### src/rtl/prog_loader_pkg.sv
// Shared types and defaults for the serial program loader.
package prog_loader_pkg;

    localparam int unsigned ADDR_W_DEF = 10;
    localparam int unsigned DATA_W_DEF = 32;
    // The header carries a little-endian word count of this many bytes.
    localparam int unsigned HDR_BYTES  = 2;

    typedef enum logic [2:0] {
        StIdle,
        StHdr0,
        StHdr1,
        StData,
        StWrite,
        StDone,
        StErr
    } state_e;

endpackage

### src/rtl/prog_loader_byte_assembler.sv
// Packs four serial bytes into one little-endian instruction word.
module byte_assembler
    import prog_loader_pkg::*;
(
    input  logic                  clk,
    input  logic                  rst,
    input  logic                  clear,
    input  logic                  byte_en,
    input  logic [7:0]            byte_in,
    output logic [DATA_W_DEF-1:0] word,
    output logic                  word_full
);

    logic [1:0]            cnt_q;
    logic [DATA_W_DEF-1:0] shift_q;

    // Shift bytes in from the top so the first byte ends up in bits 7:0.
    always_ff @(posedge clk or negedge rst) begin
        if (!rst) begin
            cnt_q   <= '0;
            shift_q <= '0;
        end else if (clear) begin
            cnt_q   <= '0;
        end else if (byte_en) begin
            cnt_q   <= cnt_q + 2'd1;
            shift_q <= {byte_in, shift_q[DATA_W_DEF-1:8]};
        end
    end

    assign word      = shift_q;
    // High on the cycle the fourth byte is accepted.
    assign word_full = byte_en && (cnt_q == 2'd3);

endmodule

### src/rtl/prog_loader.sv
// Loads a length-prefixed byte stream into instruction memory while holding the CPU.
module prog_loader
    import prog_loader_pkg::*;
#(
    parameter int unsigned ADDR_W = ADDR_W_DEF,
    parameter int unsigned DATA_W = DATA_W_DEF
) (
    input  logic              clk,
    input  logic              rst,
    input  logic              start,
    input  logic [7:0]        byte_in,
    input  logic              byte_valid,
    output logic              byte_ready,
    output logic              mem_we,
    output logic [ADDR_W-1:0] mem_addr,
    output logic [DATA_W-1:0] mem_wdata,
    output logic              cpu_hold,
    output logic              busy,
    output logic              done,
    output logic              err
);

    localparam int unsigned CountW = HDR_BYTES * 8;
    // One extra bit so a full memory (2^ADDR_W words) is representable.
    localparam logic [CountW:0] MaxWords = (CountW + 1)'(64'd1 << ADDR_W);

    state_e              state_q, state_d;
    logic [ADDR_W-1:0]   idx_q, idx_d;
    logic [7:0]          cnt_lo_q, cnt_lo_d;
    logic [CountW-1:0]   count_q, count_d;
    logic [CountW-1:0]   hdr_count;
    logic                accept;
    logic                asm_clear;
    logic                word_full;
    logic [DATA_W_DEF-1:0] asm_word;

    assign accept    = byte_valid && byte_ready;
    assign hdr_count = {byte_in, cnt_lo_q};

    byte_assembler u_asm (
        .clk       (clk),
        .rst       (rst),
        .clear     (asm_clear),
        .byte_en   (accept && (state_q == StData)),
        .byte_in   (byte_in),
        .word      (asm_word),
        .word_full (word_full)
    );

    // State, word index and header count registers.
    always_ff @(posedge clk or negedge rst) begin
        if (!rst) begin
            state_q  <= StIdle;
            idx_q    <= '0;
            cnt_lo_q <= '0;
            count_q  <= '0;
        end else begin
            state_q  <= state_d;
            idx_q    <= idx_d;
            cnt_lo_q <= cnt_lo_d;
            count_q  <= count_d;
        end
    end

    // Next-state logic: header parse, word collection and one-cycle writes.
    always_comb begin
        state_d   = state_q;
        idx_d     = idx_q;
        cnt_lo_d  = cnt_lo_q;
        count_d   = count_q;
        asm_clear = 1'b0;
        unique case (state_q)
            StIdle, StDone, StErr: begin
                if (start) begin
                    state_d   = StHdr0;
                    idx_d     = '0;
                    asm_clear = 1'b1;
                end
            end
            StHdr0: begin
                if (accept) begin
                    cnt_lo_d = byte_in;
                    state_d  = StHdr1;
                end
            end
            StHdr1: begin
                if (accept) begin
                    count_d = hdr_count;
                    if ({1'b0, hdr_count} > MaxWords) begin
                        state_d = StErr;
                    end else if (hdr_count == '0) begin
                        state_d = StDone;
                    end else begin
                        state_d = StData;
                    end
                end
            end
            StData: begin
                if (word_full) begin
                    state_d = StWrite;
                end
            end
            StWrite: begin
                // Compare idx+1 against N so idx never has to hold 2^ADDR_W.
                if ((CountW + 1)'(idx_q) + 1'b1 == {1'b0, count_q}) begin
                    state_d = StDone;
                end else begin
                    idx_d   = idx_q + 1'b1;
                    state_d = StData;
                end
            end
            default: state_d = StIdle;
        endcase
    end

    // Status and memory outputs decoded from the current state.
    always_comb begin
        byte_ready = (state_q == StHdr0) || (state_q == StHdr1) || (state_q == StData);
        busy       = byte_ready || (state_q == StWrite);
        mem_we     = (state_q == StWrite);
        done       = (state_q == StDone);
        err        = (state_q == StErr);
        cpu_hold   = (state_q != StDone);
        mem_addr   = idx_q;
        mem_wdata  = DATA_W'(asm_word);
    end

endmodule

### config.mk
export PLATFORM = sky130hd
export DESIGN_NAME = prog_loader
export DESIGN_NICKNAME = d
export VERILOG_FILES = /design/src/rtl/prog_loader_pkg.sv /design/src/rtl/prog_loader_byte_assembler.sv /design/src/rtl/prog_loader.sv
export SDC_FILE = /design/constraint.sdc
export NUM_CORES = 1
export LEC_CHECK = 0
export ABC_CLOCK_PERIOD_IN_PS = 2600
export CAP_MARGIN = 10
export CORE_MARGIN = 2
export CORE_UTILIZATION = 53
export CTS_CLUSTER_DIAMETER = 200
export DETAILED_ROUTE_END_ITERATION = 12
export PLACE_DENSITY = 0.8
export SKIP_CTS_REPAIR_TIMING = 1
export SLEW_MARGIN = 30
export SYNTH_ARGS = -nofsm -noshare
export SYNTH_HDL_FRONTEND = slang
export SYNTH_SLANG_ARGS = --single-unit
### constraint.sdc
create_clock -name clk -period 2.6 [get_ports clk]
set_input_delay 0.52 -clock clk [delete_from_list [all_inputs] [get_ports clk]]
set_output_delay 0.52 -clock clk [all_outputs]
set_load 0.02 [all_outputs]
# Word level (Yosys, flattened, before mapping)
# Cells that the tools add are included.
# classes
eq_ne	14
addsub	3
reduce_logical	16
magnitude_cmp	1
bitwise	1
mux	15
# op_table
op	count
$mux 3	7
$mux 10	2
$pmux 10 s2	1
$eq 11x16->1	1
$gt 16x11->1 const B	1
$logic_not 16->1	1
$pmux 3 s5	1
$add 10x1->11 const B	1
$add 10x1->10 const B	1
$eq 3x3->1 const B	3
$ne 2x2->1 const B	4
$eq 3x2->1 const B	2
$reduce_and 2->1	3
$mux 2	2
$reduce_and 4->1	1
$reduce_bool 2->1	2
$eq 3x1->1 const B	1
$logic_and 1x1->1	3
$logic_not 3->1	1
$logic_or 1x1->1	3
$ne 3x3->1 const B	1
$reduce_and 3->1	1
$reduce_or 3->1	1
$add 2x1->2 const B	1
4 further kinds	5
# word_totals
inputBits	12
elab_cells	56
register_bits	71
out_inout_bits	48

# Depth between registers and ports, before layout
# logic_depth
word_depth	8
ltp_mapped	10

# Modules after synthesis
# A second synthesis with hierarchy kept.
# hier_totals
cells_unflattened	299
hier_area_um2	3679.8
# by_module_without_submodules
mod	cells_per_inst	n_inst	seq_area_each_um2	area_per_inst_um2
prog_loader	222	1	925.9	2224.6
byte_assembler	77	1	850.8	1455.1

# Worst setup path before layout
# No wires, ideal clock.
# synth_path
path_kind	register to register
startpoint	register idx_q[0] (netlist: mem_addr[0])
endpoint	register idx_q[2] (netlist: mem_addr[2])
stages_incl_launch_ff	10
setup_ns	0.141
path_buffers	1
required_time_ns	2.459
t_arrival_ns	2.121
slack_ns	0.338
cell_sequence	dfrtp_1 > ha_1 > and3_1 > nand3_1 > nor3_1 > o22ai_1 > nor3_4 > nand2b_1 > buf_6 > o31ai_2
# synth_between
elab_chain_cells	4
word_cells_on_any_way	7
classes_between	add/sub (2); eq/ne (2); mux (2); reduce/logical (1)
# synth_rtl
element	line	source
from (decl)	prog_loader.sv:28	logic [ADDR_W-1:0] idx_q, idx_d;
from (signal assigned)	prog_loader.sv:59	idx_q <= idx_d;
$add 10x1->11	prog_loader.sv:105	if ((CountW + 1)'(idx_q) + 1'b1 == {1'b0, count_q}) begin
$eq 11x16->1	prog_loader.sv:105	
$ne 2x2->1 (no source line)	--	
$reduce_and 3->1 (no source line)	--	
# Parallel ways exist; a longest one is shown, timed or not. The select of a mux whose other input is x is not followed.
# A chain may end at the register's enable or synchronous reset.

# Final worst setup path
# layout_path
startpoint	register state_q[1]
endpoint	output port mem_we
# layout_between
elab_chain_cells	1
# layout_rtl
element	line	source
from (decl)	prog_loader.sv:27	state_e state_q, state_d;
from (signal assigned)	prog_loader.sv:53	state_q <= StIdle;
from (signal assigned)	prog_loader.sv:58	state_q <= state_d;
$eq 3x3->1	prog_loader.sv:120	mem_we = (state_q == StWrite);
to (decl)	prog_loader.sv:14	output logic mem_we,
# Every way passes these cells.

==> parameters.txt <==
Parameter                              Value

STA
  Peak clock frequency supported by timing ... 407 MHz
  Worst-Margin Slew ... 0.458 ns
  Minimum clock period ... 2.45 ns
  Crit share post-route ... 0.944
  Number of slew-limit violations in the final report ... 0
  Count of endpoints failing setup in the final report ... 0
  Relative slew margins ... 0.692
  Worst Slack Setup Final ... 0.146 ns
  RSZ-0062 raised after global routing ... no
  Number of hold-slack violations in the final timing report ... 0
  Worst clock skew ... 0.00843 ns

Synthesis
  Syn Std Cell Area ... 3540 sq um
  Share of synthesized flip-flops with an asynchronous set or reset ... 1.00
  Biggest area contributors in the synthesized netlist ... dfrtp_1 (50%), mux2_2 (16%), mux2_1 (2.2%), xnor2_1 (2.2%), nand2_1 (1.8%)
  Yosys synthesis warning count ... 0
  Post-synthesis sequential element count ... 71
  Most common cell in the synthesized netlist ... dfrtp_1
  Cell variety after synth ... 57
  Number of instances in the synthesized netlist ... 295
  Mean instance size in the synthesized netlist ... 12.0 sq um
  Total nets after synthesis ... 309
  Synth cell count leaders ... dfrtp_1 (71), mux2_2 (50), nand2_1 (17)
  Post-synth EDFFs ... 0
  Post-synth top area share ... 0.502
  Predominant post-synthesis flop cell ... dfrtp_1
  Synth area leader ... dfrtp_1
  Register area share after synthesis ... 0.502

Floorplan
  Overall die height ... 85.7 um
  Core Region ... 6420 sq um
  Die X ... 85.7 um
  Full die area ... 7350 sq um
  Initial cell density of the core ... 0.551
  Num rows ... 29
  I/O pins ... 60

Power and ir drop
  Internal power ... 3240 uW
  Clock share of power ... 0.170
  Worst IR Drop VDD ... 0.752 mV
  PnR Total Power ... 5180 uW
  Net switching component of the power ... 1940 uW
  Switching fraction of total power ... 0.375
  Comb pwr share ... 0.446
  Flop pwr share ... 0.384
  Power density normalized to cell area ... 1170 nW/um^2
  Leak pwr ... 0.00186 uW

GRT
  First-pass GRT wire length ... 13200 um
  Number of antenna violations at the first check in global routing ... 0
  Overflow after GRT ... 0
  Vias in the first global route ... 2724
  Global-route usage over all layers ... 0.232
  Maximum number of pins on one net before global-route repair ... 72

Place
  Number of buffers added on ports ... 59
  Number of placed cells counting well taps ... 427
  GP Congestion ... 0.836
  Dpl cell area ... 4230 sq um
  Setup WS pre-CTS ... 0.0689 ns
  Detailed-placement wirelength estimate ... 5290 um

Critical path
  Worst setup path startpoint ... state_q[1]$_DFFE_PN0P_
  CP arrival ... 1.93 ns
  Sort of element at the end of the critical path ... output port
  Reg2Reg Launch Point ... mem_addr[0]$_DFFE_PN0P_
  Capture point of the worst reg-to-reg path ... mem_addr[2]$_DFFE_PN0P_
  Type of element launching the critical path ... register
  Worst setup path category ... register to output port
  Crit-path max FO ... 7
  Worst reg-to-reg path cell count ... 8
  Crit path required time ... 2.08 ns
  FF-to-FF setup slack ... 0.21 ns

Detailed routing
  Ratio of routed vias to standard cells ... 5.89
  DRC ... 2
  DRC marker count from the first detailed-route iteration ... 213
  Final routed wire length divided by cell count ... 17.0 um
  Detailed-route wire length ... 7550 um
  DRT Pass-1 Iters ... 10
  Post-route antenna net violation count ... 0
  Via Count ... 2615

Layout
  Share of the core filled with cells in the final layout ... 0.692
  Area taken by flip-flops and latches ... 1780 sq um
  Area used by multi-input combinational logic ... 1650 sq um
  Final net count ... 376
  Synth-to-layout area growth ... 25.6%
  Number of fill cells in the layout ... 478
  Summed area of non-filler cells in the final layout ... 4450 sq um
  Number of antenna repair diodes ... 0
  Share of final-layout standard cells stronger than drive strength 1 ... 0.278
  Filler-free cell count of the finished design ... 444

Clocking
  CTS max path bufs ... 2
  Clock Root Buffer ... clkbuf_8
  Number of buffers created by CTS ... 9
  Clock Sinks ... 71
  Clock-pin slew on the worst setup and hold paths ... 0.08 ns
  Skew-Pair Late Insertion Delay ... 0.35 ns
  TritonCTS clock tree ... built
  H-Tree Level Count ... 3

Flow run
  Number of maximum-capacitance violations ... 0

Min path
  Class of the most critical hold timing path ... input port to async pin

Status
  Outcome ... finished, violations left
  Failing checks ... DRC
layer usage:
metal	up-vias	GRT usage	share of wire
met5	-	0	0
met4	0	0.0736	0.019
met3	17	0.0770	0.056
met2	89	0.376	0.51
met1	1287	0.295	0.42
li1	1222	-	-
placed cells by master (no fill, tap or decap), types with 7 or more instances in the layout:
master | netlist | routed
dfrtp_1 | 71 | 69
clkdlybuf4s50_1 | 0 | 58
mux2_2 | 50 | 50
nand2_1 | 17 | 17
nor2_1 | 16 | 15
nand3_1 | 12 | 12
buf_4 | 3 | 12
xnor2_1 | 9 | 9
clkbuf_8 | 0 | 9
mux2_1 | 7 | 7
nor3_1 | 7 | 7
kinds of logic after synthesis:
family                   after synthesis  share of synthesized area
AND/OR/NAND/NOR                       84                      0.131
flip-flops                            71                      0.502
multiplexers                          58                      0.184
AO/OA/AOI/OAI                         43                      0.105
buffers and inverters                 22                     0.0332
XOR/XNOR                              15                     0.0371
adder cells (fa/ha/maj)                2                    0.00707
metrics by stage:
stage	hold slack [ns]	TNS, ns
global route	0.205	0
floorplan	0.224	0
global placement	0.469	0
finish	0.198	0
CTS	0.207	-0.111
detailed placement	0.481	0
layout make-up:
| class | count | area share |
|---|---|---|
| multi-input combinational | 202 | 0.372 |
| tap | 77 | 0.0217 |
| timing repair buffer | 72 | 0.156 |
| clock inverter | 6 | 0.0155 |
| sequential | 71 | 0.400 |
| clock buffer | 10 | 0.0287 |
| inverter | 6 | 0.00591 |
power by group through the flow:
stage | logic, uW | registers, uW | clock network, uW
final | 2310 | 1990 | 882
after global routing | 2500 | 2060 | 956
after CTS | 2320 | 1990 | 903
after detailed placement | 2300 | 2010 | 0
after global placement | 2240 | 1980 | 0
after floorplan | 1210 | 2180 | 0
worst max-delay path, stage by stage, from the launching register on:
cell and delay, ns:
dfrtp_1 0.47, nor2_2 0.19, nand2_1 0.20, clkinvlp_4 0.13
clkdlybuf4s50_1 0.60
sequential cells by signal, indices dropped and copies added, names as in the netlist:
name / flops
cnt_lo_q: 8
u_asm.cnt_q: 2
u_asm.word: 32
state_q: 3
count_q: 16
mem_addr: 10
how the worst max path moves through the flow:
stage,cells past startpoint,to,slack [ns]
floorplan,9,mem_addr[2]$_DFFE_PN0P_,0.34
finish,4,mem_we,0.15
CTS,4,mem_we,-0.11
global placement,8,mem_addr[7]$_DFFE_PN0P_,0.19
global route,8,mem_addr[3]$_DFFE_PN0P_,0.009
detailed placement,8,mem_addr[7]$_DFFE_PN0P_,0.07
(Power assumes the default switching activity.)
